[config.mk]
export PLATFORM = sky130hd
export DESIGN_NAME = hs_rx_responder_flat
export DESIGN_NICKNAME = d
export VERILOG_FILES = /design/src/rtl/hs_rx_pkg.sv /design/src/rtl/hs_rx_responder_if.sv /design/src/rtl/bit_sync.sv /design/src/rtl/hs_rx_responder.sv /design/src/flat_wrapper.sv
export SDC_FILE = /design/constraint.sdc
export NUM_CORES = 1
export LEC_CHECK = 0
export BUFFER_PORTS_ARGS = -buffer_cell sky130_fd_sc_hd__buf_2
export CAP_MARGIN = 10
export CORE_MARGIN = 2
export CORE_UTILIZATION = 45
export DETAILED_ROUTE_END_ITERATION = 12
export PLACE_DENSITY_LB_ADDON = 0.12
export SLEW_MARGIN = 5
export SYNTH_ARGS = -nofsm -noshare
export SYNTH_HDL_FRONTEND = slang
export SYNTH_SLANG_ARGS = --single-unit
[constraint.sdc]
create_clock -name dst_clock -period 3 [get_ports dst_clock]
set_input_delay 0.3 -clock dst_clock [delete_from_list [all_inputs] [get_ports dst_clock]]
set_output_delay 0.3 -clock dst_clock [all_outputs]
set_load 0.01 [all_outputs]
[src/rtl/hs_rx_pkg.sv]
// Shared types and default constants for the 4-phase handshake receiver.
// No logic; imported by the responder, its interface and the bench.
package hs_rx_pkg;

  localparam int DEF_DATA_W         = 8;
  localparam int DEF_SYNC_STAGES    = 2;
  localparam int DEF_TIMEOUT_CYCLES = 1024;
  localparam int XFER_CNT_W         = 16;

  typedef enum logic [1:0] {
    IDLE = 2'd0,
    HOLD = 2'd1,
    ACK  = 2'd2
  } state_e;

endpackage

[src/rtl/hs_rx_responder_if.sv]
// Sender/consumer-facing signal bundle of the handshake receiver.
// slave = responder side, master = sender plus downstream consumer.
interface hs_rx_responder_if
  import hs_rx_pkg::*;
#(
  parameter int DATA_W = DEF_DATA_W
);

  logic                  req_in;
  logic [DATA_W-1:0]     data_in;
  logic                  ack_out;
  logic [DATA_W-1:0]     data_out;
  logic                  valid_out;
  logic                  ready_in;
  logic [XFER_CNT_W-1:0] xfer_count;
  logic                  timeout_err;

  modport slave (
    input  req_in, data_in, ready_in,
    output ack_out, data_out, valid_out, xfer_count, timeout_err
  );

  modport master (
    output req_in, data_in, ready_in,
    input  ack_out, data_out, valid_out, xfer_count, timeout_err
  );

endinterface

[src/rtl/bit_sync.sv]
// N-stage single-bit synchronizer with synchronous active-low reset.
// Latency STAGES cycles; no backpressure.
module bit_sync #(
  parameter int STAGES = 2
) (
  input  logic clk_i,
  input  logic rst_ni,
  input  logic d_i,
  output logic q_o
);

  logic [STAGES-1:0] sync_q;

  always_ff @(posedge clk_i) begin
    if (!rst_ni) begin
      sync_q <= '0;
    end else begin
      sync_q <= {sync_q[STAGES-2:0], d_i};
    end
  end

  assign q_o = sync_q[STAGES-1];

endmodule

[src/rtl/hs_rx_responder.sv]
// 4-phase req/ack receiver: req_in -> SYNC_STAGES+1 cycles -> valid_out; ack_out raised only after consumer handshake.
// Backpressure: word held in HOLD until ready_in; optional ACK watchdog under HS_RX_TIMEOUT_EN.
module hs_rx_responder
  import hs_rx_pkg::*;
#(
  parameter int DATA_W         = DEF_DATA_W,
  parameter int SYNC_STAGES    = DEF_SYNC_STAGES,
  parameter int TIMEOUT_CYCLES = DEF_TIMEOUT_CYCLES
) (
  input logic               dst_clock,
  input logic               dst_reset_n,
  hs_rx_responder_if.slave  bus
);

  state_e                state_q, state_d;
  logic                  ack_q, ack_d;
  logic                  valid_q, valid_d;
  logic [DATA_W-1:0]     data_q, data_d;
  logic [XFER_CNT_W-1:0] xfer_count_q, xfer_count_d;
  logic                  req_sync;

  bit_sync #(
    .STAGES (SYNC_STAGES)
  ) u_req_sync (
    .clk_i  (dst_clock),
    .rst_ni (dst_reset_n),
    .d_i    (bus.req_in),
    .q_o    (req_sync)
  );

  always_ff @(posedge dst_clock) begin
    if (!dst_reset_n) begin
      state_q      <= IDLE;
      ack_q        <= 1'b0;
      valid_q      <= 1'b0;
      data_q       <= '0;
      xfer_count_q <= '0;
    end else begin
      state_q      <= state_d;
      ack_q        <= ack_d;
      valid_q      <= valid_d;
      data_q       <= data_d;
      xfer_count_q <= xfer_count_d;
    end
  end

  // data_in is only sampled once req_sync proves the sender has settled it.
  always_comb begin
    state_d      = state_q;
    ack_d        = ack_q;
    valid_d      = valid_q;
    data_d       = data_q;
    xfer_count_d = xfer_count_q;
    unique case (state_q)
      IDLE: begin
        if (req_sync) begin
          data_d  = bus.data_in;
          valid_d = 1'b1;
          state_d = HOLD;
        end
      end
      HOLD: begin
        if (valid_q && bus.ready_in) begin
          valid_d      = 1'b0;
          ack_d        = 1'b1;
          xfer_count_d = xfer_count_q + 1'b1;
          state_d      = ACK;
        end
      end
      ACK: begin
        if (!req_sync) begin
          ack_d   = 1'b0;
          state_d = IDLE;
        end
      end
      default: begin
        state_d = IDLE;
      end
    endcase
  end

`ifdef HS_RX_TIMEOUT_EN
  localparam int TO_W = $clog2(TIMEOUT_CYCLES);

  logic [TO_W-1:0] to_cnt_q, to_cnt_d;
  logic            to_err_q, to_err_d;
  logic            enter_ack;

  assign enter_ack = (state_q == HOLD) && (state_d == ACK);

  // Counter saturates at the limit; the error is sticky and never touches the FSM.
  always_comb begin
    to_cnt_d = to_cnt_q;
    to_err_d = to_err_q;
    if (enter_ack) begin
      to_cnt_d = '0;
    end else if (state_q == ACK) begin
      if (to_cnt_q == TO_W'(TIMEOUT_CYCLES - 1)) begin
        to_err_d = 1'b1;
      end else begin
        to_cnt_d = to_cnt_q + 1'b1;
      end
    end
  end

  always_ff @(posedge dst_clock) begin
    if (!dst_reset_n) begin
      to_cnt_q <= '0;
      to_err_q <= 1'b0;
    end else begin
      to_cnt_q <= to_cnt_d;
      to_err_q <= to_err_d;
    end
  end

  assign bus.timeout_err = to_err_q;
`else
  logic unused_timeout_cfg;
  assign unused_timeout_cfg = (TIMEOUT_CYCLES > 0);
  assign bus.timeout_err    = 1'b0;
`endif

  assign bus.ack_out    = ack_q;
  assign bus.valid_out  = valid_q;
  assign bus.data_out   = data_q;
  assign bus.xfer_count = xfer_count_q;

endmodule

[src/flat_wrapper.sv]
// flat-port wrapper written by rule: the top's interface ports become plain ports
module hs_rx_responder_flat import hs_rx_pkg::*;
#(
  parameter int DATA_W         = DEF_DATA_W,
  parameter int SYNC_STAGES    = DEF_SYNC_STAGES,
  parameter int TIMEOUT_CYCLES = DEF_TIMEOUT_CYCLES
)
  (dst_clock, dst_reset_n, bus_req_in, bus_data_in, bus_ready_in, bus_ack_out, bus_data_out, bus_valid_out, bus_xfer_count, bus_timeout_err);
  hs_rx_responder_if #(.DATA_W(DATA_W)) bus_i ();
  input logic dst_clock;
  input logic dst_reset_n;
  input wire logic [$bits(bus_i.req_in)-1:0] bus_req_in;
  input wire logic [$bits(bus_i.data_in)-1:0] bus_data_in;
  input wire logic [$bits(bus_i.ready_in)-1:0] bus_ready_in;
  output wire logic [$bits(bus_i.ack_out)-1:0] bus_ack_out;
  output wire logic [$bits(bus_i.data_out)-1:0] bus_data_out;
  output wire logic [$bits(bus_i.valid_out)-1:0] bus_valid_out;
  output wire logic [$bits(bus_i.xfer_count)-1:0] bus_xfer_count;
  output wire logic [$bits(bus_i.timeout_err)-1:0] bus_timeout_err;
  assign bus_i.req_in = bus_req_in;
  assign bus_i.data_in = bus_data_in;
  assign bus_i.ready_in = bus_ready_in;
  assign bus_ack_out = bus_i.ack_out;
  assign bus_data_out = bus_i.data_out;
  assign bus_valid_out = bus_i.valid_out;
  assign bus_xfer_count = bus_i.xfer_count;
  assign bus_timeout_err = bus_i.timeout_err;
  hs_rx_responder #(.DATA_W(DATA_W), .SYNC_STAGES(SYNC_STAGES), .TIMEOUT_CYCLES(TIMEOUT_CYCLES)) u_core (.dst_clock(dst_clock), .dst_reset_n(dst_reset_n), .bus(bus_i));
endmodule
[Word-level counts from Yosys, hierarchy flattened]
Cells that the tools add are included.
Operators by class
  equal/unequal tests: 5
  multiplexer cells: 10
  div/mod/pow operators: 0
  add/sub/neg operators: 1
  bitwise operators: 0
  $lt $le $gt $ge: 0
  shift-type cells: 0
  reductions and logical operators: 9
  multipliers: 0
Operators by type and width (number)
  $add A16 B1 Y16 const B: 1
  $reduce_and A3 Y1: 3
  $mux W2: 3
  $pmux W2 S3: 1
  $mux W1: 4
  $ne A2 B2 Y1 const B: 2
  $pmux W1 S2: 2
  $reduce_and A2 Y1: 2
  $reduce_bool A2 Y1: 2
  $eq A2 B1 Y1 const B: 1
  $eq A2 B2 Y1 const B: 1
  $logic_not A2 Y1: 1
  $ne A2 B1 Y1 const B: 1
  $logic_and A1 B1 Y1: 1
Storage, ports and cells
  memory bits (writable): 0
  latch bits: 0
  logic and storage cells: 31
  bits of input ports: 12
  memories kept: 0
  flip-flop bits (word level): 30
  ROM bits: 0

[Logic depth before layout (Yosys ltp)]
Gate-level depths: netlist of the first run.
  depth after elaboration: 3
  depth in mapped cells: 5

[Modules after synthesis]
Synthesis of the first run repeated with hierarchy kept, for this count alone.
Second synthesis, totals
  cells, all modules: 131
  area, all modules: 1308.8 um2
Modules (own cells, without submodules)
  hs_rx_responder: area an instance 1256.2 um2, cells an instance 127, sequential area each 560.5 um2, times used 1
  bit_sync: area an instance 52.6 um2, cells an instance 4, sequential area each 40.0 um2, times used 1

[Worst setup path after synthesis of the first run]
Ideal clock, no wire load.
  path kind: reg2reg
  start: reg u_core.xfer_count_q[2], in the netlist u_core.bus.xfer_count[2]
  end: reg u_core.xfer_count_q[15], in the netlist u_core.bus.xfer_count[15]
  required time: 2.929 ns
  clock period less this slack: 1.516 ns
  buffers on the path: 1
  setup time: 0.071 ns
  stages on the path, launching flop included: 6
  arrival time: 1.445 ns
  path slack: 1.484 ns
  cells stage by stage: dfxtp_1 and4_1 buf_4 nand2_2 or4_1 a21oi_1
Between the ends
  word-level cells in the longest chain between the ends: 1
RTL lines
  start: declaration: line hs_rx_responder.sv:19  | logic [XFER_CNT_W-1:0] xfer_count_q, xfer_count_d;
  start signal: assignment: line hs_rx_responder.sv:43  | xfer_count_q <= xfer_count_d;
  $add A16 B1 Y16: line hs_rx_responder.sv:66  | xfer_count_d = xfer_count_q + 1'b1;
Every way passes these cells.
A chain may end at the register's enable or synchronous reset.

[Final worst setup path of the first run]
  start: reg u_core.state_q[0]
  end: reg u_core.xfer_count_q[14], in the netlist u_core.bus.xfer_count[14]
Between the ends
  word-level cells in the longest chain between the ends: 2
RTL lines
  start: declaration: line hs_rx_responder.sv:15  | state_e state_q, state_d;
  start signal: assignment: line hs_rx_responder.sv:39  | state_q <= state_d;
  $eq A2 B1 Y1: line hs_rx_responder.sv:54  | unique case (state_q)
  $reduce_and A2 Y1 (no line)
Every way passes these cells.

==> results of run 1 <==
==> per-layer routing <==
metal,part of all wire,GRT usage,up-vias
li1,-,-,531
met1,0.46,0.197,462
met2,0.46,0.274,33
met3,0.063,0.0651,4
met4,0.018,0.0816,0
met5,0,0,-
==> Yosys cell counts, types with 3 or more instances <==
| master | n | area [um2] |
|---|---|---|
| sky130_fd_sc_hd__nand3_1 | 6 | 30.0 |
| sky130_fd_sc_hd__dfxtp_1 | 30 | 601 |
| sky130_fd_sc_hd__nor3_1 | 3 | 15.0 |
| sky130_fd_sc_hd__o21ai_0 | 3 | 15.0 |
| sky130_fd_sc_hd__and2_1 | 5 | 31.3 |
| sky130_fd_sc_hd__a21oi_1 | 7 | 35.0 |
| sky130_fd_sc_hd__buf_4 | 3 | 22.5 |
| sky130_fd_sc_hd__xnor2_1 | 4 | 35.0 |
| sky130_fd_sc_hd__nand4_1 | 7 | 43.8 |
| sky130_fd_sc_hd__nor2_1 | 19 | 71.3 |
| sky130_fd_sc_hd__mux2i_1 | 8 | 80.1 |
| sky130_fd_sc_hd__nand2_1 | 6 | 22.5 |
| sky130_fd_sc_hd__xor2_1 | 7 | 61.3 |
==> cell families after synthesis <==
group / share of synthesized area
XOR/XNOR: 0.0786
flip-flops: 0.490
AO/OA/AOI/OAI: 0.0653
AND/OR/NAND/NOR: 0.256
other: 0.00306
buffers and inverters: 0.0316
adder cells (fa/ha/maj): 0.0102
multiplexers: 0.0653
==> area by class of cell <==
cell class                 count  area (um2)
fill                         239        1050
clock inverter                 2        10.0
sequential                    30         601
inverter                       1        3.75
tap                           30        37.5
timing repair buffer          38         193
multi-input combinational     94         587
clock buffer                   5        37.5
==> cell usage in the layout, fill, tap and decap left out, drive strengths merged <==
cell	count
and2	5
a21oi	7
nand4	7
nand4b	1
or3	1
buf	38
or4	2
o31ai	2
and4	2
nor2	19
dfxtp	30
nand2	7
nand3b	1
o21ai	3
nand3	6
ha	1
clkinv	3
and3	1
nor3b	1
conb	1
mux2i	8
nor3	3
clkbuf	5
nand2b	1
o21a	2
nor4	1
xnor2	4
and4b	1
xor2	7
==> state kept, by name (all words and copies together), names as in the netlist <==
| name | cells |
|---|---|
| u_core.bus.xfer_count | 16 |
| u_core.bus.data_out | 8 |
| u_core.state_q | 2 |
| u_core.u_req_sync.sync_q | 2 |
| u_core.bus.ack_out | 1 |
| u_core.bus.valid_out | 1 |
==> where the power goes <==
part           internal (mW)  switching, mW  total [mW]
logic                 0.0155         0.0182      0.0336
clock network         0.0840          0.130       0.214
registers              0.404        0.00441       0.409
total                  0.504          0.152       0.656
==> worst register-to-register path, cell delays in order, from the launching register on <==
cell and delay (ns):
sky130_fd_sc_hd__dfxtp_1 0.42, sky130_fd_sc_hd__and4b_1 0.48, sky130_fd_sc_hd__nand2_1 0.17, sky130_fd_sc_hd__or4_1 0.52, sky130_fd_sc_hd__a21oi_1 0.15
==> through the flow <==
stage	cells	power [mW]	utilization	instance area, um2
floorplan	131	0.437	-	1230
global placement	193	0.451	0.563	1420
detailed placement	193	0.452	0.563	1420
CTS	200	0.662	0.582	1470
global route	200	0.690	0.582	1470
finish	200	0.656	0.582	1470
==> worst max-delay path by stage <==
stage,end,cells after the start,slack (ns),from
after floorplan,u_core.bus.xfer_count[15],5,1.48,u_core.bus.xfer_count[2]
after global placement,u_core.bus.xfer_count[14],5,1.29,bus_ready_in
after detailed placement,u_core.bus.xfer_count[14],4,1.22,u_core.state_q[0]
after CTS,u_core.bus.xfer_count[14],4,1.20,u_core.state_q[0]
after global routing,u_core.bus.xfer_count[14],4,1.08,u_core.state_q[0]
final,u_core.bus.xfer_count[14],4,1.19,u_core.state_q[0]
==> insert_results.sql, run 1 <==
INSERT INTO impl_metrics (metric_group, metric, value, unit) VALUES
('status', 'status', 'completed', ''),
('timing', 'finalHoldViolCount', '0', ''),
('floorplan', 'vert_die_dim', '56.2', 'um'),
('timing', 'timing.final.setup_violations', '0', ''),
('floorplan', 'design.die.area', '3160', 'um2'),
('floorplan', 'floorplan.initialDensity', '0.486', ''),
('timing', 'max_freq', '0.552', 'GHz'),
('grt', 'grt_antenna_before_repair', '0', ''),
('route', 'final_antenna_net_count', '0', ''),
('floorplan', 'fp.dieW', '56.2', 'um'),
('yosys', 'post_synth_instance_area', '1230', 'um2'),
('setup_path', 'reg2reg_depth', '4', ''),
('route', 'post-route-drc-count', '0', ''),
('cells_and_area', 'antenna_cells_inserted', '0', ''),
('timing', 'timing.final.crit_period', '1.81', 'ns'),
('hold_path', 'timing.hold.worst_endpoint', 'u_core.u_req_sync.sync_q[0]', ''),
('floorplan', 'ios', '39', ''),
('power_and_ir_drop', 'vdd_ir_drop_max', '0.296', 'mV'),
('timing', 'number_of_pins_with_negative_max_slew_slack_in_the_final_report', '0', ''),
('clock_tree', 'clock_latency', '0.32', 'ns'),
('power_and_ir_drop', 'power-per-cell-area', '447', 'nW/um2'),
('placement', 'io_buffers', '37', ''),
('clock_tree', 'ctsResizeCount', '0', ''),
('hold_path', 'hold-path-cell-count', '2', ''),
('setup_path', 'critical_path.slowest_cell', 'sky130_fd_sc_hd__or4_1', ''),
('yosys', 'synth_ff_type', 'sky130_fd_sc_hd__dfxtp_1', ''),
('clock_tree', 'clock_root_buffer', 'sky130_fd_sc_hd__clkbuf_4', ''),
('clock_tree', 'post-cts-setup-buffers', '0', ''),
('setup_path', 'cp_max_fo', '11', ''),
('timing', 'finClkSkew', '0.00775', 'ns'),
('floorplan', 'rows', '18', ''),
('grt', 'first_pass_grt_wire_length', '4160', 'um'),
('setup_path', 'worstReg2RegEnd', 'u_core.bus.xfer_count[14]', ''),
('run', 'drv_cap', '0', ''),
('setup_path', 'cp_slowest_stage_delay', '0.52', 'ns'),
('yosys', 'synth.net_count', '144', ''),
('cells_and_area', 'final_layout_size_suffix_gt1_frac', '0.276', ''),
('clock_tree', 'ctsLongestPathBuffers', '2', ''),
('setup_path', 'critPathTopFamily', 'simple AND/OR/NAND/NOR gates', ''),
('power_and_ir_drop', 'cellLeakagePower', '0.627', 'nW'),
('clock_tree', 'cts_hold_repair.buffers', '0', ''),
('timing', 'normalized_max_slew_margin', '0.535', ''),
('route', 'vias', '1030', ''),
('clock_tree', 'cts-buffers-inserted', '5', ''),
('setup_path', 'critPathLaunchType', 'flop', ''),
('yosys', 'syn-instance-count', '131', ''),
('setup_path', 'crit_arrival', '2.04', 'ns'),
('hold_path', 'min-delay-start', 'bus_req_in', ''),
('timing', 'rsz0062_at_grt', 'false', ''),
('floorplan', 'coreArea', '2520', 'um2'),
('setup_path', 'endpoint_kind', 'flop', ''),
('cells_and_area', 'design.final.nets', '183', ''),
('grt', 'globalRouteOverflowTotal', '0', ''),
('timing', 'layout_worst_path_cycle_share', '0.604', ''),
('setup_path', 'reg2reg_from', 'u_core.state_q[0]', ''),
('route', 'detail_route.wl_per_cell', '12.0', 'um'),
('route', 'first_pass_iters', '4', ''),
('placement', 'place_ws', '1.22', 'ns'),
('setup_path', 'critPathRequiredTime', '3.23', 'ns'),
('placement', 'hpwl', '1700', 'um'),
('setup_path', 'timing_worst_setup_path_type', 'flop to flop', ''),
('yosys', 'yosysWarnings', '0', ''),
('yosys', 'synth_sequential_area_ratio', '0.490', ''),
('timing', 'tightest_slew', '0.694', 'ns'),
('hold_path', 'timing.hold.worst.class', 'primary input to flop', ''),
('setup_path', 'reg2reg_setup_slack', '1.19', 'ns'),
('clock_tree', 'numClockSinks', '30', ''),
('yosys', 'synth_cell_types', '32', ''),
('timing', 'fin_ws', '1.19', 'ns'),
('yosys', 'synth_async_sr_flop_share', '0', ''),
('timing', 'final.hold.worst_slack', '0.195', 'ns');
(Power assumes the default switching activity.)
==> run 2, diff against run 1 <==
- ABC_AREA: unset -> 1
- clock period: 3 -> 1.5 ns (I/O delays scaled with it)
==> run 2 against run 1 <==
  * First-iteration DRC count rose to 3.9 times the previous value
  * Sequential share of layout area down 2.7 points
  * Synthesized cell count up 40%
  * Total power up 120%
  * Register-to-register slack worse by 1.0 ns
  * Critical path type unchanged
==> insert_results.sql, run 2 <==
INSERT INTO impl_metrics (metric_group, metric, value, unit) VALUES
('power_and_ir_drop', 'clock_network_power_share', '0.355', ''),
('status', 'status', 'completed', ''),
('timing', 'timing.final.crit_period', '1.36', 'ns'),
('route', 'detail_route.wl_per_cell', '10.7', 'um'),
('floorplan', 'rows', '19', ''),
('grt', 'met2_usage', '0.295', ''),
('cells_and_area', 'area.growth.synth_to_final', '21.9', '%'),
('clock_tree', 'cts_htree_levels', '2', ''),
('clock_tree', 'clock_root_buffer', 'sky130_fd_sc_hd__clkbuf_4', ''),
('power_and_ir_drop', 'power.internal', '1.08', 'mW'),
('route', 'post-route-drc-count', '0', ''),
('timing', 'timing.final.setup_violations', '0', ''),
('grt', 'met3_usage', '0.0703', ''),
('placement', 'io_buffers', '37', ''),
('hold_path', 'hold-path-cell-count', '3', ''),
('floorplan', 'design.die.area', '3310', 'um2'),
('yosys', 'synth_ff_type', 'sky130_fd_sc_hd__dfxtp_1', ''),
('placement', 'hpwl', '2060', 'um'),
('placement', 'routabilityCongestion', '0.742', ''),
('power_and_ir_drop', 'cellLeakagePower', '0.734', 'nW'),
('grt', 'grt-busiest-layer', 'met2', ''),
('cells_and_area', 'antenna_cells_inserted', '0', ''),
('timing', 'final.hold.worst_slack', '0.0666', 'ns'),
('timing', 'finalSetupTns', '0', 'ns'),
('floorplan', 'floorplan.initialDensity', '0.472', ''),
('cells_and_area', 'filler_cell_count', '282', ''),
('yosys', 'post_synth_instance_area', '1290', 'um2'),
('timing', 'layout_worst_path_cycle_share', '0.907', ''),
('grt', 'grt_antenna_before_repair', '0', ''),
('placement', 'dpl.cell_count', '249', ''),
('grt', 'grt_util_all_layers', '0.183', ''),
('grt', 'globalRouteOverflowTotal', '0', ''),
('hold_path', 'min-delay-start', 'bus_data_in[4]', ''),
('cells_and_area', 'mostFrequentLayoutCell', 'sky130_fd_sc_hd__nor2_1', ''),
('setup_path', 'critPathRequiredTime', '1.76', 'ns'),
('hold_path', 'timing.hold.worst_endpoint', 'u_core.bus.data_out[4]', ''),
('setup_path', 'crit_chain', 'ha_1 > nand3_1 > nor2_2 > nand4_1 > nand2_1 > nand2_1 > nor2_1', ''),
('timing', 'max_freq', '0.735', 'GHz'),
('cells_and_area', 'final_layout_size_suffix_gt1_frac', '0.242', ''),
('yosys', 'synth_common_cells', '41 x sky130_fd_sc_hd__nor2_1, 35 x sky130_fd_sc_hd__nand2_1, 30 x sky130_fd_sc_hd__dfxtp_1', ''),
('setup_path', 'cp_max_fo', '6', ''),
('hold_path', 'timing.hold.worst.class', 'primary input to flop', ''),
('setup_path', 'critPathMostFrequentCell', 'sky130_fd_sc_hd__nand2_1', ''),
('yosys', 'syn_avg_cell_area', '7.02', 'um2'),
('yosys', 'synth_cell_types', '25', ''),
('placement', 'place_ws', '0.126', 'ns'),
('route', 'first_iter_violations', '63', ''),
('clock_tree', 'cts-buffers-inserted', '5', ''),
('setup_path', 'reg2reg_depth', '7', ''),
('route', 'avgViaCountPerCell', '4.79', ''),
('timing', 'finClkSkew', '0.0113', 'ns'),
('route', 'total_routed_length', '2750', 'um'),
('run', 'drv_cap', '0', ''),
('setup_path', 'reg2reg_from', 'u_core.bus.xfer_count[1]', ''),
('setup_path', 'critical_path.slowest_cell', 'sky130_fd_sc_hd__dfxtp_1', ''),
('cells_and_area', 'max_ffs_per_register', '16', ''),
('cells_and_area', 'design.final.nets', '239', ''),
('yosys', 'synthDominantAreaCellType', 'sky130_fd_sc_hd__dfxtp_1', ''),
('power_and_ir_drop', 'p_sw', '0.340', 'mW'),
('setup_path', 'cp_slowest_stage_delay', '0.38', 'ns'),
('power_and_ir_drop', 'vdd_ir_drop_max', '0.785', 'mV'),
('clock_tree', 'clock_latency', '0.33', 'ns'),
('setup_path', 'timing_worst_setup_path_type', 'flop to flop', ''),
('setup_path', 'critPathTopFamily', 'simple AND/OR/NAND/NOR gates', ''),
('route', 'final_antenna_net_count', '0', ''),
('cells_and_area', 'instances_no_fill', '258', ''),
('yosys', 'synth_sequential_area_ratio', '0.465', ''),
('yosys', 'synth_async_sr_flop_share', '0', ''),
('yosys', 'yosysWarnings', '0', ''),
('grt', 'maximum_number_of_pins_on_one_net_before_global_route_repair', '20', ''),
('clock_tree', 'post-cts-setup-buffers', '0', ''),
('setup_path', 'cp.buffers_inverters', '0', ''),
('yosys', 'syn-instance-count', '184', ''),
('cells_and_area', 'most_frequent_cells_in_the_layout', '41 x sky130_fd_sc_hd__nor2_1, 37 x sky130_fd_sc_hd__buf_2, 35 x sky130_fd_sc_hd__nand2_1', ''),
('clock_tree', 'cts_tree', 'yes', ''),
('setup_path', 'worstReg2RegEnd', 'u_core.bus.xfer_count[12]', ''),
('power_and_ir_drop', 'seq_power_share', '0.579', ''),
('clock_tree', 'cts.reportedPaths.clkPinSlew', '0.10', 'ns'),
('floorplan', 'vert_die_dim', '57.6', 'um'),
('yosys', 'post_synth_main_area_contributors', 'sky130_fd_sc_hd__dfxtp_1 47%, sky130_fd_sc_hd__nor2_1 12%, sky130_fd_sc_hd__nand2_1 10%', ''),
('setup_path', 'critPathLaunchType', 'flop', ''),
('timing', 'finalHoldViolCount', '0', ''),
('timing', 'number_of_pins_with_negative_max_slew_slack_in_the_final_report', '0', ''),
('floorplan', 'coreArea', '2730', 'um2'),
('yosys', 'synth.net_count', '197', ''),
('timing', 'fin_ws', '0.140', 'ns'),
('clock_tree', 'numClockSinks', '30', ''),
('grt', 'first_pass_grt_wire_length', '4660', 'um'),
('floorplan', 'ios', '39', ''),
('timing', 'rsz0062_at_grt', 'false', ''),
('route', 'first_pass_iters', '4', ''),
('clock_tree', 'ctsLongestPathBuffers', '2', ''),
('yosys', 'synth.most_common_cell', 'sky130_fd_sc_hd__nor2_1', ''),
('power_and_ir_drop', 'power-per-cell-area', '902', 'nW/um2'),
('yosys', 'yosys_register_bits', '30', ''),
('route', 'vias', '1237', ''),
('yosys', 'number_of_enable_type_register_cells_in_the_synthesized_netlist', '0', ''),
('setup_path', 'reg2reg_setup_slack', '0.14', 'ns'),
('grt', 'grt_use_met1', '0.216', ''),
('power_and_ir_drop', 'power.switching_fraction', '0.240', ''),
('floorplan', 'fp.dieW', '57.6', 'um'),
('yosys', 'synth_top_area_share', '0.465', ''),
('setup_path', 'endpoint_kind', 'flop', ''),
('setup_path', 'crit_arrival', '1.62', 'ns'),
('power_and_ir_drop', 'power_frac_comb', '0.066', ''),
('grt', 'first_global_vias', '1100', '');
run 2: cell types whose count changed in the layout (fill, tap and decap cells not counted), moves of 5 or more:
cell and change:
sky130_fd_sc_hd__inv_1 +18, sky130_fd_sc_hd__mux2i_1 -8, sky130_fd_sc_hd__nand2_1 +29, sky130_fd_sc_hd__nand3_1 +5, sky130_fd_sc_hd__nand4_1 -5, sky130_fd_sc_hd__nor2_1 +22
sky130_fd_sc_hd__o21ai_0 +10, sky130_fd_sc_hd__xor2_1 -7
run 2: timing repair:
action                     CTS  global route
hold buffers                 1             0
setup endpoints to repair    0             3
resized for setup            0             1
hold endpoints to repair     1             0
run 2: kinds of logic (layout without fill, tap and decap cells):
kind of cell | count (synthesis) | after routing | share of synthesized area
compound gates | 27 | 27 | 0.109
buf+inv | 25 | 68 | 0.0824
simple gates | 100 | 100 | 0.331
other cells | 1 | 1 | 0.00290
flops | 30 | 30 | 0.465
fa+ha+maj | 1 | 1 | 0.00969
run 2: power by group through the flow:
stage | combinational [mW] | sequential [mW] | clock, mW
floorplan | 0.0470 | 0.847 | 0
global placement | 0.0886 | 0.840 | 0
detailed placement | 0.0913 | 0.841 | 0
CTS | 0.0938 | 0.823 | 0.527
global route | 0.108 | 0.825 | 0.559
finish | 0.0936 | 0.823 | 0.504
run 2: stage by stage:
| stage | area, um2 | power [mW] | util |
|---|---|---|---|
| 2_1_floorplan | 1290 | 0.894 | - |
| 3_3_place_gp | 1500 | 0.929 | 0.548 |
| 3_5_place_dp | 1500 | 0.932 | 0.548 |
| 4_1_cts | 1570 | 1.44 | 0.574 |
| 5_1_grt | 1570 | 1.49 | 0.576 |
| 6_report | 1570 | 1.42 | 0.576 |
run 2: worst max-delay path by stage:
stage,from,endpoint,depth (start not counted)
3_5_place_dp,u_core.bus.valid_out,u_core.bus.xfer_count[5],6
5_1_grt,u_core.bus.xfer_count[1],u_core.bus.xfer_count[12],7
3_3_place_gp,u_core.bus.xfer_count[1],u_core.bus.xfer_count[8],6
2_1_floorplan,u_core.bus.xfer_count[1],u_core.bus.xfer_count[8],6
6_report,u_core.bus.xfer_count[1],u_core.bus.xfer_count[12],7
4_1_cts,u_core.bus.valid_out,u_core.bus.xfer_count[5],6
run 2: cell type report:
| class | count | area, um2 | share of cell area |
|---|---|---|---|
| Tap cell | 31 | 38.8 | 0.0246 |
| Timing Repair Buffer | 40 | 210 | 0.134 |
| Multi-Input combinational cell | 129 | 589 | 0.374 |
| Clock buffer | 7 | 55.1 | 0.0350 |
| Inverter | 20 | 75.1 | 0.0477 |
| Sequential cell | 30 | 601 | 0.382 |
| Clock inverter | 1 | 5.00 | 0.00318 |
run 2: worst min-delay path, stage by stage:
cell                      delay [ns]
sky130_fd_sc_hd__buf_2          0.07
sky130_fd_sc_hd__o21ai_0        0.07
sky130_fd_sc_hd__nor2_1         0.07
run 2: routing by layer:
metal / routed length, um / part of all wire
met4: 68 / 0.025
met1: 1190 / 0.43
met5: 0 / 0
met3: 200 / 0.073
met2: 1300 / 0.47
==> run 3, diff against run 2 <==
- PLACE_DENSITY: unset -> 0.74
- PLACE_DENSITY_LB_ADDON: 0.12 -> unset
==> run 3 against run 2 <==
  * Combinational power fell by 0.5%
  * Sequential power barely moved
  * Die area did not move
==> insert_results.sql, run 3 (synthesis gave the netlist of run 2 again) <==
INSERT INTO impl_metrics (metric_group, metric, value, unit) VALUES
('status', 'status', 'completed', ''),
('timing', 'timing.final.setup_violations', '0', ''),
('floorplan', 'rows', '19', ''),
('hold_path', 'timing.hold.worst.class', 'primary input to flop', ''),
('power_and_ir_drop', 'clock_network_power_share', '0.353', ''),
('timing', 'timing.final.crit_period', '1.33', 'ns'),
('route', 'avgViaCountPerCell', '4.76', ''),
('setup_path', 'critPathRequiredTime', '1.73', 'ns'),
('setup_path', 'critPathTopFamily', 'simple AND/OR/NAND/NOR gates', ''),
('timing', 'finClkSkew', '0.00954', 'ns'),
('placement', 'hpwl', '1860', 'um'),
('route', 'detail_route.wl_per_cell', '9.95', 'um'),
('timing', 'number_of_pins_with_negative_max_slew_slack_in_the_final_report', '0', ''),
('timing', 'max_freq', '0.751', 'GHz'),
('power_and_ir_drop', 'cellLeakagePower', '0.734', 'nW'),
('run', 'drv_cap', '0', ''),
('setup_path', 'cp.buffers_inverters', '0', ''),
('power_and_ir_drop', 'p_sw', '0.336', 'mW'),
('placement', 'io_buffers', '37', ''),
('setup_path', 'crit_arrival', '1.56', 'ns'),
('grt', 'grt_util_all_layers', '0.168', ''),
('clock_tree', 'cts_htree_levels', '2', ''),
('route', 'total_routed_length', '2570', 'um'),
('placement', 'routabilityCongestion', '0.740', ''),
('power_and_ir_drop', 'power.internal', '1.08', 'mW'),
('cells_and_area', 'design.final.nets', '239', ''),
('setup_path', 'critPathLaunchType', 'flop', ''),
('clock_tree', 'ctsLongestPathBuffers', '2', ''),
('route', 'first_pass_iters', '4', ''),
('setup_path', 'reg2reg_from', 'u_core.bus.xfer_count[1]', ''),
('grt', 'grt_antenna_before_repair', '0', ''),
('timing', 'fin_ws', '0.168', 'ns'),
('power_and_ir_drop', 'power_frac_comb', '0.066', ''),
('timing', 'finalHoldViolCount', '0', ''),
('power_and_ir_drop', 'power-per-cell-area', '899', 'nW/um2'),
('grt', 'maximum_number_of_pins_on_one_net_before_global_route_repair', '19', ''),
('grt', 'globalRouteOverflowTotal', '0', ''),
('cells_and_area', 'antenna_cells_inserted', '0', ''),
('clock_tree', 'clock_root_buffer', 'sky130_fd_sc_hd__clkbuf_4', ''),
('timing', 'finalSetupTns', '0', 'ns'),
('setup_path', 'critPathMostFrequentCell', 'sky130_fd_sc_hd__nand3_1', ''),
('clock_tree', 'post-cts-setup-buffers', '0', ''),
('timing', 'final.hold.worst_slack', '0.0727', 'ns'),
('floorplan', 'design.die.area', '3310', 'um2'),
('power_and_ir_drop', 'seq_power_share', '0.581', ''),
('floorplan', 'ios', '39', ''),
('setup_path', 'critical_path.slowest_cell', 'sky130_fd_sc_hd__dfxtp_1', ''),
('hold_path', 'min-delay-start', 'bus_data_in[6]', ''),
('setup_path', 'endpoint_kind', 'flop', ''),
('floorplan', 'coreArea', '2730', 'um2'),
('cells_and_area', 'final_layout_size_suffix_gt1_frac', '0.242', ''),
('cells_and_area', 'max_ffs_per_register', '16', ''),
('route', 'first_iter_violations', '46', ''),
('cells_and_area', 'most_frequent_cells_in_the_layout', '41 x sky130_fd_sc_hd__nor2_1, 37 x sky130_fd_sc_hd__buf_2, 35 x sky130_fd_sc_hd__nand2_1', ''),
('clock_tree', 'numClockSinks', '30', ''),
('route', 'post-route-drc-count', '0', ''),
('setup_path', 'timing_worst_setup_path_type', 'flop to flop', ''),
('timing', 'layout_worst_path_cycle_share', '0.888', ''),
('grt', 'first_global_vias', '1032', ''),
('clock_tree', 'cts_tree', 'yes', ''),
('power_and_ir_drop', 'vdd_ir_drop_max', '0.775', 'mV'),
('setup_path', 'setup.worst_path.start', 'u_core.bus.xfer_count[1]', ''),
('setup_path', 'cp_slowest_stage_delay', '0.38', 'ns'),
('clock_tree', 'cts-buffers-inserted', '5', ''),
('setup_path', 'crit_chain', 'ha_1 > nand3_1 > nor2_2 > nand3_1 > o21ai_0 > nor2_1', ''),
('cells_and_area', 'mostFrequentLayoutCell', 'sky130_fd_sc_hd__nor2_1', ''),
('cells_and_area', 'area.growth.synth_to_final', '21.9', '%'),
('floorplan', 'vert_die_dim', '57.6', 'um'),
('grt', 'first_pass_grt_wire_length', '4260', 'um'),
('timing', 'rsz0062_at_grt', 'false', ''),
('floorplan', 'floorplan.initialDensity', '0.472', ''),
('power_and_ir_drop', 'power.switching_fraction', '0.237', ''),
('route', 'vias', '1228', ''),
('route', 'final_antenna_net_count', '0', ''),
('floorplan', 'fp.dieW', '57.6', 'um'),
('clock_tree', 'clock_latency', '0.33', 'ns'),
('setup_path', 'cp_max_fo', '6', ''),
('clock_tree', 'cts.reportedPaths.clkPinSlew', '0.09', 'ns'),
('placement', 'place_ws', '0.137', 'ns');
-- run 3: timing repair --
action,in CTS,in global routing
setup endpoints to repair,0,3
hold buffers,1,0
hold endpoints to repair,1,0
gates resized for setup,0,1
-- run 3: per-layer routing --
layer  GRT usage  up-vias  share of wire
met5           0        -              0
met1       0.219      521           0.47
met2       0.244       40           0.44
li1            -      662              -
met4       0.103        0          0.014
met3      0.0522        5          0.082
-- run 3: power by group through the flow --
stage                     Clock, mW  Combinational (mW)  Sequential [mW]
final                         0.500              0.0931            0.822
after global routing          0.559               0.105            0.825
after CTS                     0.521              0.0928            0.822
after detailed placement          0              0.0906            0.841
after global placement            0              0.0906            0.840
after floorplan                   0              0.0470            0.847
-- run 3: layout make-up --
class                           instances  area, um2
Tap cell                               31       38.8
Fill cell                             257       1160
Sequential cell                        30        601
Timing Repair Buffer                   40        210
Multi-Input combinational cell        129        589
Clock buffer                            7       55.1
Clock inverter                          1       5.00
Inverter                               20       75.1
-- run 3: metrics by stage --
stage               cell area (um2)  utilization  power (mW)  instances
global placement               1500        0.548       0.931        249
floorplan                      1290            -       0.894        184
global route                   1570        0.576        1.49        258
finish                         1570        0.576        1.42        258
detailed placement             1500        0.548       0.931        249
CTS                            1570        0.574        1.44        258
-- run 3: worst min-delay path, cell delays in order --
cell and delay [ns]:
sky130_fd_sc_hd__buf_2 0.07, sky130_fd_sc_hd__o21ai_0 0.07, sky130_fd_sc_hd__nor2_1 0.07
-- run 3: final timing paths --
kind	end	slack (ns)	cells after the start
max	u_core.bus.xfer_count[8]	0.17	6
min	u_core.bus.data_out[6]	0.07	3
max reg2reg	u_core.bus.xfer_count[8]	0.17	6
min reg2reg	u_core.u_req_sync.sync_q[1]	0.43	2
